## src/rtl/fetch_unit_pkg.sv

```systemverilog
// ---------------------------------------------------------------------------
// fetch_unit_pkg
//   Shared definitions for the instruction fetch stage: data width, fetch
//   FSM state encoding, the canonical NOP encoding and the PC increment.
//   No ports (package).
// ---------------------------------------------------------------------------
package fetch_unit_pkg;

    localparam int XLEN = 32;

    // Fetch FSM: issue a request, wait for its response, or hold a response
    // that IF/ID could not take yet.
    typedef enum logic [1:0] {
        S_REQ  = 2'd0,
        S_WAIT = 2'd1,
        S_HOLD = 2'd2
    } fetch_state_e;

    // addi x0, x0, 0
    localparam logic [XLEN-1:0] INST_NOP = 32'h0000_0013;

    localparam logic [XLEN-1:0] PC_STEP = 32'd4;

    // Word-align a fetch address by forcing the two low bits to zero.
    function automatic logic [XLEN-1:0] align_pc(input logic [XLEN-1:0] pc);
        return {pc[XLEN-1:2], 2'b00};
    endfunction

endpackage

```

## src/rtl/fetch_unit.sv

```systemverilog
// ---------------------------------------------------------------------------
// fetch_unit
//   Instruction fetch stage sitting directly upstream of the IF/ID register.
//   Owns the PC, keeps exactly one instruction-memory request outstanding,
//   forwards the response to IF/ID with a single-cycle fire pulse and parks
//   it in a one-entry hold buffer when IF/ID is stalled. A redirect kills
//   whatever fetch is in flight or buffered and restarts at the new PC.
//
//   Ports:
//     clk             in   clock
//     reset_n         in   synchronous, active-low reset
//     out_ready       in   IF/ID can accept an instruction this cycle
//     redirect_valid  in   change the fetch stream this cycle
//     redirect_pc     in   [31:0] new fetch PC (bits [1:0] ignored)
//     imem_req_valid  out  request valid
//     imem_req_ready  in   memory accepts the request
//     imem_req_addr   out  [31:0] request address
//     imem_resp_valid in   response valid (no back-pressure possible)
//     imem_resp_data  in   [31:0] response instruction word
//     imem_resp_fire  out  instruction handed to IF/ID this cycle
//     fetch_inst      out  [31:0] instruction delivered with the fire pulse
//     pc_current      out  [31:0] PC of fetch_inst
// ---------------------------------------------------------------------------
module fetch_unit
    import fetch_unit_pkg::*;
#(
    parameter logic [31:0] RESET_PC = 32'h0000_0000
) (
    input  logic        clk,
    input  logic        reset_n,
    input  logic        out_ready,
    input  logic        redirect_valid,
    input  logic [31:0] redirect_pc,
    output logic        imem_req_valid,
    input  logic        imem_req_ready,
    output logic [31:0] imem_req_addr,
    input  logic        imem_resp_valid,
    input  logic [31:0] imem_resp_data,
    output logic        imem_resp_fire,
    output logic [31:0] fetch_inst,
    output logic [31:0] pc_current
);

    fetch_state_e state;
    fetch_state_e state_next;

    logic [XLEN-1:0] pc_q;
    logic [XLEN-1:0] req_pc_q;
    logic            kill_q;
    logic [XLEN-1:0] hold_inst_q;
    logic [XLEN-1:0] hold_pc_q;

    logic req_fire;
    logic hold_load;

    // A request is only ever presented in S_REQ, so the handshake alone
    // identifies an accepted request.
    assign req_fire = imem_req_valid && imem_req_ready;

    // A live response that IF/ID cannot take right now goes into the buffer.
    assign hold_load = (state == S_WAIT) && imem_resp_valid && !kill_q
                       && !redirect_valid && !out_ready;

    // ------------------------------------------------------------------
    // State register
    // ------------------------------------------------------------------
    always_ff @(posedge clk) begin
        if (!reset_n) begin
            state <= S_REQ;
        end else begin
            state <= state_next;
        end
    end

    // ------------------------------------------------------------------
    // Next-state logic
    // ------------------------------------------------------------------
    always_comb begin
        state_next = state;
        unique case (state)
            S_REQ: begin
                if (req_fire) begin
                    state_next = S_WAIT;
                end
            end
            S_WAIT: begin
                // Any response ends the wait; only a live response that
                // IF/ID refuses is parked in S_HOLD.
                if (imem_resp_valid) begin
                    if (hold_load) begin
                        state_next = S_HOLD;
                    end else begin
                        state_next = S_REQ;
                    end
                end
            end
            S_HOLD: begin
                if (redirect_valid || out_ready) begin
                    state_next = S_REQ;
                end
            end
            default: begin
                state_next = S_REQ;
            end
        endcase
    end

    // ------------------------------------------------------------------
    // Output logic
    // ------------------------------------------------------------------
    always_comb begin
        imem_req_valid = 1'b0;
        imem_req_addr  = pc_q;
        imem_resp_fire = 1'b0;
        fetch_inst     = hold_inst_q;
        pc_current     = hold_pc_q;
        unique case (state)
            S_REQ: begin
                imem_req_valid = !redirect_valid;
            end
            S_WAIT: begin
                // Zero-latency pass-through of the memory response.
                if (imem_resp_valid) begin
                    fetch_inst     = imem_resp_data;
                    pc_current     = req_pc_q;
                    imem_resp_fire = !kill_q && !redirect_valid && out_ready;
                end
            end
            S_HOLD: begin
                imem_resp_fire = out_ready && !redirect_valid;
            end
            default: begin
                imem_req_valid = 1'b0;
            end
        endcase
    end

    // ------------------------------------------------------------------
    // PC tracking. A redirect overrides the sequential increment; it can
    // never coincide with an accepted request because the request valid
    // is suppressed during a redirect.
    // ------------------------------------------------------------------
    always_ff @(posedge clk) begin
        if (!reset_n) begin
            pc_q     <= RESET_PC;
            req_pc_q <= '0;
        end else begin
            if (redirect_valid) begin
                pc_q <= align_pc(redirect_pc);
            end else if (req_fire) begin
                pc_q <= pc_q + PC_STEP;
            end
            if (req_fire) begin
                req_pc_q <= pc_q;
            end
        end
    end

    // ------------------------------------------------------------------
    // Kill flag: remembers that the outstanding request was made stale by
    // a redirect, so its response must be dropped when it turns up. It can
    // only be set while waiting and is consumed by the response itself.
    // ------------------------------------------------------------------
    always_ff @(posedge clk) begin
        if (!reset_n) begin
            kill_q <= 1'b0;
        end else if (state == S_WAIT) begin
            if (imem_resp_valid) begin
                kill_q <= 1'b0;
            end else if (redirect_valid) begin
                kill_q <= 1'b1;
            end
        end else begin
            kill_q <= 1'b0;
        end
    end

    // ------------------------------------------------------------------
    // One-entry hold buffer; its contents stay put while IF/ID is stalled.
    // ------------------------------------------------------------------
    always_ff @(posedge clk) begin
        if (!reset_n) begin
            hold_inst_q <= '0;
            hold_pc_q   <= '0;
        end else if (hold_load) begin
            hold_inst_q <= imem_resp_data;
            hold_pc_q   <= req_pc_q;
        end
    end

    // ------------------------------------------------------------------
    // Protocol checks
    // ------------------------------------------------------------------
    // Only one request is ever outstanding, so a response outside S_WAIT
    // means the memory misbehaved; it is ignored by the logic above.
    resp_only_when_waiting: assert property (
        @(posedge clk) disable iff (!reset_n)
        imem_resp_valid |-> (state == S_WAIT)
    );

    fire_never_with_redirect: assert property (
        @(posedge clk) disable iff (!reset_n)
        imem_resp_fire |-> !redirect_valid
    );

endmodule

```

## config.mk

```make
export PLATFORM = sky130hd
export DESIGN_NAME = fetch_unit
export DESIGN_NICKNAME = d
export VERILOG_FILES = /design/src/rtl/fetch_unit_pkg.sv /design/src/rtl/fetch_unit.sv
export SDC_FILE = /design/constraint.sdc
export NUM_CORES = 1
export LEC_CHECK = 0
export BUFFER_PORTS_ARGS = -buffer_cell sky130_fd_sc_hd__buf_2
export CAP_MARGIN = 20
export CORE_AREA = 4 4 116 118
export CTS_CLUSTER_DIAMETER = 50
export DETAILED_ROUTE_END_ITERATION = 10
export DIE_AREA = 0 0 120 122
export PLACE_DENSITY = 0.75
export SLEW_MARGIN = 40
export SYNTH_ARGS = -nofsm -noshare
export SYNTH_HDL_FRONTEND = slang
export SYNTH_SLANG_ARGS = --single-unit
```

## constraint.sdc

```tcl
create_clock -name clk -period 2.7 [get_ports clk]
set_clock_uncertainty 0.2 [all_clocks]
set_input_delay 0.54 -clock clk [delete_from_list [all_inputs] [get_ports clk]]
set_output_delay 0.54 -clock clk [all_outputs]
set_load 0.05 [all_outputs]
```

Yosys cells after proc, flatten, opt, wreduce, memory -nomap -nowiden
Cells that the tools add are included.
Storage, ports and cells
  register bits after elaboration: 131
Cells by class
  $add $sub $neg: 1
  equal/unequal tests: 5
  mux-type cells: 14
  bitwise gates (word level): 2
  reductions and logical operators: 17
Operator list (number)
  $mux W32: 6
  $add A32 B3 Y32 const B: 1
  $logic_and A1 B1 Y1: 8
  $mux W2: 4
  $ne A2 B2 Y1 const B: 3
  $pmux W2 S3: 1
  $logic_not A1 Y1: 3
  $reduce_and A3 Y1: 1
  $reduce_or A3 Y1: 1
  $eq A2 B1 Y1 const B: 1
  $eq A2 B2 Y1 const B: 1
  $logic_not A2 Y1: 1
  $mux W1: 2
  $not A1 Y1: 2
  $pmux W1 S2: 1
  $reduce_bool A2 Y1: 1
  $reduce_or A2 Y1: 1
  $logic_or A1 B1 Y1: 1

Longest topological paths before layout
  word-level depth: 8
  depth in mapped cells: 9

Least setup slack after synthesis
OpenSTA, ideal clock, no wires.
  path kind: reg2out
  from: register state[1]
  to: output fetch_inst[22]
  data arrival time: 1.836 ns
  setup slack: 0.124 ns
  stages on the path, launching flop included: 7
  buffers on the path: 2
  cell sequence: dfxtp_1 inv_1 ha_1 nand2_1 clkbuf_1 clkbuf_1 mux2_2
On the way
  cells in the longest elaborated chain, start to end: 2
RTL lines
  start: declaration: RTL line fetch_unit.sv:44  | fetch_state_e state;
  start signal: assignment: RTL line fetch_unit.sv:71  | state <= state_next;
  $eq A2 B1 Y1: RTL line fetch_unit.sv:117  | unique case (state)
  $mux W32: RTL line fetch_unit.sv:117
  end: declaration: RTL line fetch_unit.sv:40  | output logic [31:0] fetch_inst,
Every way passes these cells.

Worst setup path after layout
  from: register state[1]
  to: output pc_current[19]
On the way
  cells in the longest elaborated chain, start to end: 2
RTL lines
  $eq A2 B1 Y1: RTL line fetch_unit.sv:117
  $mux W32: RTL line fetch_unit.sv:117
  end: declaration: RTL line fetch_unit.sv:41  | output logic [31:0] pc_current
Every way passes these cells.

==> impl_metrics.py <==
metrics = {
    "sta": {
        "setup_viol": 0,
        "fin_crit_ps": 2640,
        "slew_headroom": 0.562,
        "report.final.slew_viol_count": 0,
        "clock.fmax_mhz": 378,
        "fin_ws_ps": 55.6,
        "post-route-period-util": 0.979,
        "hold_violations": 0,
        "tightest_slew_ps": 656,
    },
    "grt": {
        "track_usage": 0.229,
        "grt_pass1_wl_microns": 27100,
        "grt_max_degree": 91,
        "grt_overflow": 0,
        "grt_pass1_vias": 5427,
        "antenna_found_initial": 0,
    },
    "drt": {
        "wl_microns": 17000,
        "final_antenna_net_count": 0,
        "via_per_inst": 5.42,
        "drc": 0,
        "first_pass_iters": 5,
        "drt-initial-drc-count": 448,
        "wire_per_inst_microns": 15.9,
        "vias": 5807,
    },
    "placement": {
        "io_buffers": 161,
        "pre_cts_ws_ps": 291,
        "dp_cells": 1032,
        "place_hpwl_microns": 11000,
        "globalplace.congestion": 0.869,
    },
    "clock_network": {
        "postCtsHoldBufs": 0,
        "cts_buffers": 17,
        "insertion_delay_ps": 410,
        "clk_root_buffer_cell": "clkbuf_16",
        "cts.sinks": 125,
        "clockBufferDepth": 2,
        "clk_pin_slew_worst_paths_ps": 50,
        "cts_tree": "built",
        "htree_levels": 4,
    },
    "cells_and_area": {
        "n_antenna_cell": 0,
        "nNetsFinal": 962,
        "drive_gt1_frac": 0.333,
        "post_layout_nonfiller_instances": 1072,
        "area_growth_pct": 29.0,
    },
    "yosys": {
        "ys.flop_type": "dfxtp_1",
        "syn_area_sq_um": 6070,
        "ys_warn_count": 0,
        "syn_area_per_cell_sq_um": 8.21,
        "synth-seq-cells": 125,
        "ys_seq_area_frac": 0.412,
        "syn_inst": 740,
        "synth_cell_type_count": 59,
        "synthArstFlopShare": 0,
        "synth_edf_count": 0,
    },
    "floorplanning": {
        "num_io_pins": 168,
        "die-area_sq_um": 14600,
        "die_x_microns": 120,
        "fp-row-count": 41,
        "core_sq_um": 12500,
        "start_util": 0.487,
        "dieHeight_microns": 122,
    },
    "worst_setup_path": {
        "worstPathCellList": "inv_2, ha_4, nand2_8, buf_6, buf_12, mux2_2, buf_2",
        "startpoint_type": "flop",
        "worstPathMaxFanout": 9,
        "endpoint_kind": "primary output",
        "crit_required_ps": 1960,
        "cp_slowest_cell": "dfxtp_2",
        "critPathKind": "flop to primary output",
        "cp.arrival_ps": 1900,
        "critical_path_buf_inv_count": 4,
        "cp_slowest_stage_delay_ps": 340,
        "crit_family": "buffers and inverters",
    },
    "power": {
        "power_density_nw_per_um2": 651,
        "p_leak_nw": 3.24,
        "vdd_drop_max_uv": 384,
    },
    "status": {
        "outcome": "complete, no violations",
    },
    "worst_hold_path": {
        "hold_path.class": "input port to flop",
    },
    "job": {
        "maxCapViolations": 0,
    },
}
==> path summary, 6_finish.rpt <==
check	from	to	slack [ps]	depth (start not counted)
worst min-delay path	imem_resp_data[12]	hold_inst_q[12]$_SDFFE_PN0P_	170	3
worst min register to register	hold_inst_q[7]$_SDFFE_PN0P_	hold_inst_q[7]$_SDFFE_PN0P_	250	2
worst max-delay path	state[1]$_SDFFE_PN0P_	pc_current[19]	60	7
worst max register to register	state[1]$_SDFFE_PN0P_	state[0]$_SDFFE_PN0P_	230	7
==> layout make-up <==
class	count	area [sq um]
clock buffers	25	515
clock inverters	7	35.0
fillers	1063	4630
inverters	6	23.8
multi-input cells	549	3300
flip-flops and latches	125	2500
well taps	172	215
repair buffers	188	1240
==> worst register-to-register path: stages (launching register included) <==
cell and delay (ps):
dfxtp_2 320, inv_2 70, buf_4 120, ha_1 320, nand3b_1 370, a222oi_1 620, mux2i_1 270, nor2_1 50
==> through the flow <==
stage          instance area (sq um)  setup TNS, ps  hold slack, ps  total power, mW  utilization
4_1_cts                         7770           -140             158             5.12        0.623
2_1_floorplan                   6090              0             233             2.72            -
6_report                        7840              0             175             5.10        0.629
3_3_place_gp                    6980              0             238             2.96        0.560
3_5_place_dp                    6980              0             243             2.97        0.560
5_1_grt                         7840          -14.0             168             5.30        0.629
==> layer usage <==
metal | share of wire | wire [microns] | global-route usage | vias to the layer above
li1 | - | - | - | 2881
met1 | 0.45 | 7660 | 0.310 | 2690
met2 | 0.47 | 7960 | 0.361 | 214
met3 | 0.064 | 1090 | 0.0478 | 22
met4 | 0.016 | 279 | 0.0830 | 0
met5 | 0 | 0 | 0 | -
==> sequential cells by signal (all words and copies together) (netlist names) <==
| name | flops |
|---|---|
| kill_q | 1 |
| req_pc_q | 30 |
| state | 2 |
| imem_req_addr | 30 |
| hold_inst_q | 32 |
| hold_pc_q | 30 |
==> Yosys cell counts, types with 3 or more instances <==
| cell | instances | area (sq um) |
|---|---|---|
| inv_1 | 6 | 22.5 |
| nand3_1 | 19 | 95.1 |
| nor3_1 | 5 | 25.0 |
| a31oi_1 | 8 | 50.1 |
| a21oi_1 | 100 | 500 |
| o31ai_1 | 4 | 30.0 |
| clkbuf_1 | 34 | 128 |
| o211ai_1 | 5 | 37.5 |
| or3_1 | 3 | 18.8 |
| mux2i_1 | 3 | 30.0 |
| nor2_1 | 15 | 56.3 |
| buf_6 | 4 | 45.0 |
| mux2_2 | 64 | 721 |
| and4_1 | 7 | 61.3 |
| xnor2_1 | 3 | 26.3 |
| nor2b_1 | 4 | 25.0 |
| buf_1 | 6 | 22.5 |
| dfxtp_1 | 125 | 2500 |
| nand2_1 | 204 | 766 |
| a311oi_1 | 5 | 43.8 |
| o21ai_0 | 16 | 80.1 |
| or4_1 | 10 | 75.1 |
| xor2_1 | 3 | 26.3 |
| ha_1 | 5 | 62.6 |
| and2_1 | 3 | 18.8 |
| buf_4 | 5 | 37.5 |
| and3_1 | 6 | 37.5 |
| nand4_1 | 14 | 87.6 |
| buf_2 | 9 | 45.0 |
| a211oi_1 | 5 | 37.5 |
==> timing repair <==
action / 4_1_cts / 5_1_grt
setup endpoints to repair: 62 / 15
buffers inserted: 5 / 1
cloned: 2 / 0
pin swaps: 1 / 0
gates resized for setup: 43 / 17
==> layout by cell type (no fill, tap or decap), types with 6 or more instances in the layout <==
cell / count
nand2_1: 203
buf_2: 136
dfxtp_1: 123
a21oi_1: 100
mux2_2: 56
buf_4: 34
nand3_1: 19
clkbuf_16: 17
o21ai_0: 16
nor2_1: 15
nand4_1: 14
or4_1: 9
mux2_4: 8
clkinv_2: 8
a31oi_1: 8
buf_8: 8
and4_1: 7
and3_1: 6
clkbuf_8: 6
==> kinds of logic (layout without fill, tap and decap cells) <==
| kind of cell | after synthesis | after routing | share of synthesized area |
|---|---|---|---|
| AO/OA/AOI/OAI | 160 | 160 | 0.154 |
| adder cells (fa/ha/maj) | 5 | 5 | 0.0103 |
| AND/OR/NAND/NOR | 307 | 307 | 0.234 |
| other | 1 | 4 | 0.000617 |
| multiplexers | 67 | 67 | 0.124 |
| XOR/XNOR | 6 | 6 | 0.00865 |
| flip-flops | 125 | 125 | 0.412 |
| buffers and inverters | 69 | 226 | 0.0571 |
==> report_power, final <==
group / total (mW) / switching [mW] / internal, mW / leakage (nW)
combinational: 1.04 / 0.677 / 0.360 / 1.95
clock: 2.07 / 0.766 / 1.31 / 0.282
sequential: 2.00 / 0.0826 / 1.91 / 1.02
Note: power is estimated with default switching activity, not from simulation.
